<file path="src/rtl/mem_hazard_ctrl.sv">
// rtl/mem_hazard_ctrl.sv - pipeline suspend/flush control, MEM data-bus handshake with watchdog, LL/SC link bit
module mem_hazard_ctrl #(
  parameter int TIMEOUT = 255,
  parameter int CNT_W   = 8
) (
  input  logic       cpu_clk,
  input  logic       cpu_rst,
  input  logic [4:0] id_rs,
  input  logic [4:0] id_rt,
  input  logic       id_rs_used,
  input  logic       id_rt_used,
  input  logic       ex_valid,
  input  logic       ex_is_load,
  input  logic [4:0] ex_wR,
  input  logic       ex_branch_taken,
  input  logic       mem_valid,
  input  logic       mem_access,
  input  logic       mem_is_ll,
  input  logic       mem_is_sc,
  input  logic       ll_clear,
  input  logic       dbus_gnt,
  input  logic       dbus_rdy,
  output logic       dbus_req,
  output logic       suspend_if,
  output logic       suspend_id,
  output logic       suspend_ex,
  output logic       suspend_mem,
  output logic       flush_if,
  output logic       flush_id,
  output logic       mem_done,
  output logic       sc_success,
  output logic       llbit,
  output logic       bus_err
);

  typedef enum logic [1:0] {IDLE, REQ, WAIT, DONE} state_t;

  state_t           state, state_nxt;
  logic [CNT_W-1:0] cnt, cnt_nxt;
  logic             sc_ok, sc_ok_nxt;
  logic             aborted, aborted_nxt;
  logic             llbit_nxt;
  logic             acc, mem_stall, timeout, lu;

  assign acc       = mem_valid & mem_access;
  assign mem_stall = acc & (state != DONE);
  assign timeout   = (cnt == CNT_W'(TIMEOUT));
  assign lu        = ex_valid & ex_is_load & (ex_wR != 5'd0) &
                     ((id_rs_used & (id_rs == ex_wR)) | (id_rt_used & (id_rt == ex_wR)));

  always_ff @(posedge cpu_clk or posedge cpu_rst) begin
    if (cpu_rst) begin
      state   <= IDLE;
      cnt     <= '0;
      sc_ok   <= 1'b0;
      aborted <= 1'b0;
      llbit   <= 1'b0;
    end else begin
      state   <= state_nxt;
      cnt     <= cnt_nxt;
      sc_ok   <= sc_ok_nxt;
      aborted <= aborted_nxt;
      llbit   <= llbit_nxt;
    end
  end

  always_comb begin
    state_nxt   = state;
    cnt_nxt     = cnt;
    sc_ok_nxt   = sc_ok;
    aborted_nxt = aborted;
    dbus_req    = 1'b0;
    mem_done    = 1'b0;
    sc_success  = 1'b0;
    bus_err     = 1'b0;
    case (state)
      IDLE: begin
        if (acc) begin
          aborted_nxt = 1'b0;
          if (mem_is_sc && !llbit) begin
            // SC without a link cannot succeed, so skip the bus entirely
            sc_ok_nxt = 1'b0;
            state_nxt = DONE;
          end else begin
            sc_ok_nxt = llbit;
            cnt_nxt   = '0;
            state_nxt = REQ;
          end
        end
      end
      REQ: begin
        cnt_nxt = cnt + CNT_W'(1);
        if (dbus_gnt && dbus_rdy) begin
          dbus_req  = 1'b1;
          state_nxt = DONE;
        end else if (timeout) begin
          bus_err     = 1'b1;
          aborted_nxt = 1'b1;
          state_nxt   = DONE;
        end else begin
          dbus_req = 1'b1;
          if (dbus_gnt) state_nxt = WAIT;
        end
      end
      WAIT: begin
        cnt_nxt = cnt + CNT_W'(1);
        if (dbus_rdy) begin
          state_nxt = DONE;
        end else if (timeout) begin
          bus_err     = 1'b1;
          aborted_nxt = 1'b1;
          state_nxt   = DONE;
        end
      end
      DONE: begin
        mem_done   = 1'b1;
        sc_success = sc_ok & mem_is_sc;
        state_nxt  = IDLE;
      end
      default: state_nxt = IDLE;
    endcase
  end

  // ll_clear wins over a completing LL in the same cycle
  always_comb begin
    llbit_nxt = llbit;
    if (state == DONE) begin
      if (mem_is_sc)                 llbit_nxt = 1'b0;
      else if (mem_is_ll && !aborted) llbit_nxt = 1'b1;
    end
    if (ll_clear) llbit_nxt = 1'b0;
  end

  always_comb begin
    suspend_if  = 1'b0;
    suspend_id  = 1'b0;
    suspend_ex  = 1'b0;
    suspend_mem = 1'b0;
    flush_if    = 1'b0;
    flush_id    = 1'b0;
    if (mem_stall) begin
      suspend_if  = 1'b1;
      suspend_id  = 1'b1;
      suspend_ex  = 1'b1;
      suspend_mem = 1'b1;
    end else if (ex_branch_taken) begin
      // the ID instruction is wrong-path, so a pending load-use stall is moot
      flush_if = 1'b1;
      flush_id = 1'b1;
    end else if (lu) begin
      suspend_if = 1'b1;
      suspend_id = 1'b1;
      flush_id   = 1'b1;
    end
  end

endmodule

</file>
<file path="config.mk">
export PLATFORM = sky130hd
export DESIGN_NAME = mem_hazard_ctrl
export DESIGN_NICKNAME = d
export VERILOG_FILES = /design/src/rtl/mem_hazard_ctrl.sv
export SDC_FILE = /design/constraint.sdc
export NUM_CORES = 1
export LEC_CHECK = 0
export ABC_CLOCK_PERIOD_IN_PS = 2100
export CAP_MARGIN = 20
export CELL_PAD_IN_SITES_DETAIL_PLACEMENT = 1
export CELL_PAD_IN_SITES_GLOBAL_PLACEMENT = 2
export CORE_UTILIZATION = 24
export CTS_CLUSTER_DIAMETER = 30
export CTS_CLUSTER_SIZE = 20
export DETAILED_ROUTE_END_ITERATION = 8
export GPL_ROUTABILITY_DRIVEN = 0
export GPL_TIMING_DRIVEN = 0
export PLACE_DENSITY_LB_ADDON = 0.08
export SLEW_MARGIN = 40
export SYNTH_ARGS = -nofsm -noshare
export SYNTH_HDL_FRONTEND = slang
export SYNTH_SLANG_ARGS = --single-unit
</file>
<file path="constraint.sdc">
create_clock -name cpu_clk -period 2.1 [get_ports cpu_clk]
set_input_delay 0.21 -clock cpu_clk [delete_from_list [all_inputs] [get_ports cpu_clk]]
set_output_delay 0.21 -clock cpu_clk [all_outputs]
set_load 0.02 [all_outputs]
</file>
# After elaboration in Yosys (flattened, before gate mapping)
# Index checks and enable logic that the tools add are counted.
# Widths: inputs -> output; s select.
# totals
wordCells	83
output_inout_bits	11
inputBits	29
ff_bits	13
# classes
n_eq_ne	13
mux	38
reduce_logical	17
bitwise	9
add_sub_neg	1
# op_table
cell	count
$mux 1	25
$mux 8	2
$pmux 8 s2	1
$mux 2	7
$eq 5x5->1	2
$ne 2x2->1 const B	5
$add 8x1->8 const B	1
$and 1x1->1	8
$eq 8x8->1 const B	1
$pmux 2 s4	1
$reduce_and 3->1	2
$reduce_bool 3->1	2
$reduce_bool 5->1	1
$eq 2x2->1 const B	2
$ne 4x4->1 const B	1
$reduce_and 2->1	2
$reduce_and 4->1	1
$reduce_bool 2->1	2
$logic_and 1x1->1	3
$ne 3x3->1 const B	1
$pmux 1 s3	1
$eq 2x1->1 const B	1
$logic_not 1->1	2
$logic_not 2->1	1
3 further kinds	3

# Depth between registers and ports, before layout
# logic_depth
word_depth	7
depth_mapped	8
depth_no_buf	6

# Worst setup path after synthesis
# No wires, ideal clock.
# synth_path
path_kind	register to output
start	register state[0]
end	output port flush_id
slack_ns	0.072
path_buffers	0
required_time_ns	1.890
arrival_ns	1.818
stages_incl_launch_ff	4
cell_sequence	dfrtp_1 -> ha_1 -> nor2_1 -> o41ai_1
# synth_between
elab_chain_cells	3
# synth_lines
element	line	source
from (decl)	38	state_t state, state_nxt;
from (signal assigned)	59	state <= state_nxt;
$ne 2x2->1	46	assign mem_stall = acc & (state != DONE);
$and 1x1->1	46	
$mux 1	141	if (mem_stall) begin
to (decl)	29	output logic flush_id,
# Every way passes these cells.

# Worst setup path after layout
# layout_path
start	input port id_rt[1]
end	output port suspend_if
# layout_between
elab_chain_cells	7
# layout_lines
element	line	source
from (decl)	9	input logic [4:0] id_rt,
$eq 5x5->1	49	((id_rs_used & (id_rs == ex_wR)) | (id_rt_used & (id_rt == ex_wR)));
$and 1x1->1	49	
$or 1x1->1	49	
$and 1x1->1	48	assign lu = ex_valid & ex_is_load & (ex_wR != 5'd0) &
$mux 1	150	end else if (lu) begin
$mux 1	146	end else if (ex_branch_taken) begin
$mux 1	141	
to (decl)	24	output logic suspend_if,
# Every way passes these cells.

==> reports/results.txt <==
Final TNS setup: 0 ps
Vias in the first global route: 1047
Slew margin rel.: 64.1%
Global-route wire length before repair: 4900 um
Final std cells w/o fill: 206
Seq cells post-synth: 13
Post-route ant nets: 0
Critical path, cell by cell: clkdlybuf4s50_1 -> xor2_1 -> nor4_1 -> a32oi_1 -> o22ai_2 -> buf_4 -> clkdlybuf4s15_2
Req. time, crit path: 1890 ps
Pwr Density: 1060 nW/um2
Max VDD drop: 0.448 mV
Number of buffers created by CTS: 3
Post-synthesis area per instance: 8.60 um2
Final min period: 1980 ps
Final hold vios: 0
Clock buffer depth: 2
Area grow syn2layout: 51.4%
Number of vias per cell: 4.90
Slowest-stage cell, CP: clkdlybuf4s50_1
Post-Route WL: 2960 um
All-Layer GR Usage: 14.6%
H-Tree Level Count: 1
Period utilisation layout: 94.3%
Synthesized Nets: 149
DRT Pass-1 Iters: 4
Top_reg_cell synth: dfrtp_1
FP Rows: 22
Die ar.: 4380 um2
Sequential area share after synthesis: 32.9%
Status: complete, no violations
Commonest non-fill, non-tap cell in the layout: clkdlybuf4s50_1
Min-Delay Path Class: in -> async
P_leak: 0.652 nW
Root Driver: clkbuf_8
Yosys cell types: 41
WP data arrival: 1770 ps
Cells after DPL: 202
Fin. max-slew vios: 0
I/O pin total: 40
Post-synth EDFFs: 0
Largest net degree at the start of global routing: 14
Layout cell share with drive strength beyond 1: 12.7%
Clock transition at path regs: 60 ps
ANT cells: 0
Vias after detailed routing: 1010
Residual DRC: 0
Grt total ovfl: 0
Mapped Area: 988 um2
Port buffer count: 39
Max FO, Critical Path: 2
Crit end category: output port
Startpoint Class: primary input
DIE WIDTH: 66.2 um
Crit-path max cell delay: 440 ps
# nets final: 193
Dpl hpwl: 2440 um
Initial DRC Count: 13
Post-layout util: 39.4%
Max Fclk: 505 MHz
Setup Viol. Count Final: 0
Core Box Area: 3800 um2
Count of mapped cells out of synthesis: 115
Most frequent cells in the layout: clkdlybuf4s50_1, dfrtp_1, nand2_1, o21ai_0
# Max-Cap Violations: 0
Unrepaired setup endpoints after global routing: no
Routed wire length per instance: 14.4 um
Ys async rst share: 100%
Clk Latency, worst-skew pair: 240 ps
CTS tree: built
Buf+Inv Stages, Crit Path: 3
CP top delay family: buffers and inverters
Starting density of the core: 26.0%
Worst-Margin Slew: 535 ps
CP Class: in -> out
DIE HEIGHT: 66.2 um
Clock sink total: 13
Initial antenna violation count: 0
Skew final: 3.27 ps
Number of synthesis warnings: 0
## registers in the layout, summed over array words and instances (netlist names)
name / cells
llbit: 1
sc_ok: 1
aborted: 1
cnt: 8
state: 2
## synthesized netlist by cell type, types with 3 or more instances
master | number | area share, %
inv_1 | 5 | 1.9
xor2_1 | 8 | 7.1
nor2_1 | 6 | 2.3
a21o_1 | 3 | 2.3
a21oi_1 | 8 | 4.1
o21ai_0 | 11 | 5.6
ha_1 | 5 | 6.3
or3_1 | 4 | 2.5
nand2_1 | 10 | 3.8
dfrtp_1 | 13 | 33
nor4_1 | 3 | 1.9
nor2b_1 | 3 | 1.9
## per-stage QoR
stage                     power (W)  cell area (um2)  hold WS (ps)  setup slack [ps]
after floorplan             0.00104              988          87.0              71.9
after global placement      0.00133             1440           486              -526
after detailed placement    0.00136             1440           490              -495
after CTS                   0.00158             1480           320             0.877
after global routing        0.00171             1500           355              13.7
final                       0.00159             1500           297               119
## final timing paths
kind / from / to / slack, ps / cells after the start
setup / recovery: id_rt[1] / suspend_if / 120 / 7
hold reg to reg: sc_ok / sc_ok / 510 / 1
max in group asynchronous: cpu_rst / state[0] / 1420 / 2
setup reg to reg: state[1] / cnt[7] / 130 / 6
hold / removal: cpu_rst / sc_ok / 300 / 2
min in group cpu_clk: sc_ok / sc_ok / 510 / 1
## kinds of logic after synthesis
logic type                 count (synthesis)  share of synthesized area, %
xor gates and xnor gates                  10                          8.86
and+or+nand+nor                           42                          23.7
muxes                                      2                          2.15
adders and majority gates                  5                          6.33
DFF                                       13                          32.9
AOI/OAI and AO/OA                         33                          20.6
buffers and inverters                     10                          5.44
## final cells by class
cell class,count,area [um2]
buffer,4,31.3
clock buffer,4,45.0
fill,454,2300
inverter,6,22.5
multi-input combinational,92,633
sequential,13,327
tap,48,60.1
timing repair buffer,39,378
## power breakdown
group	switching (W)	internal, W	total (W)
clock network	0.0000960	0.000134	0.000230
logic	0.000507	0.000405	0.000912
registers	0.0000951	0.000350	0.000445
total	0.000698	0.000889	0.00159
## repair_timing
item,in CTS,in global routing
buffers inserted,0,0
pin swaps,2,1
resized for setup,20,10
setup endpoints to repair,6,9
hold buffers,0,0
## metal layers
| metal | routed length (um) | global-route usage (%) | vias to the layer above |
|---|---|---|---|
| li1 | - | - | 499 |
| met1 | 1470 | 20.0 | 477 |
| met2 | 1330 | 23.7 | 34 |
| met3 | 160 | 3.79 | 0 |
| met4 | 0 | 1.60 | 0 |
| met5 | 0 | 0 | - |
(Power assumes the default switching activity.)
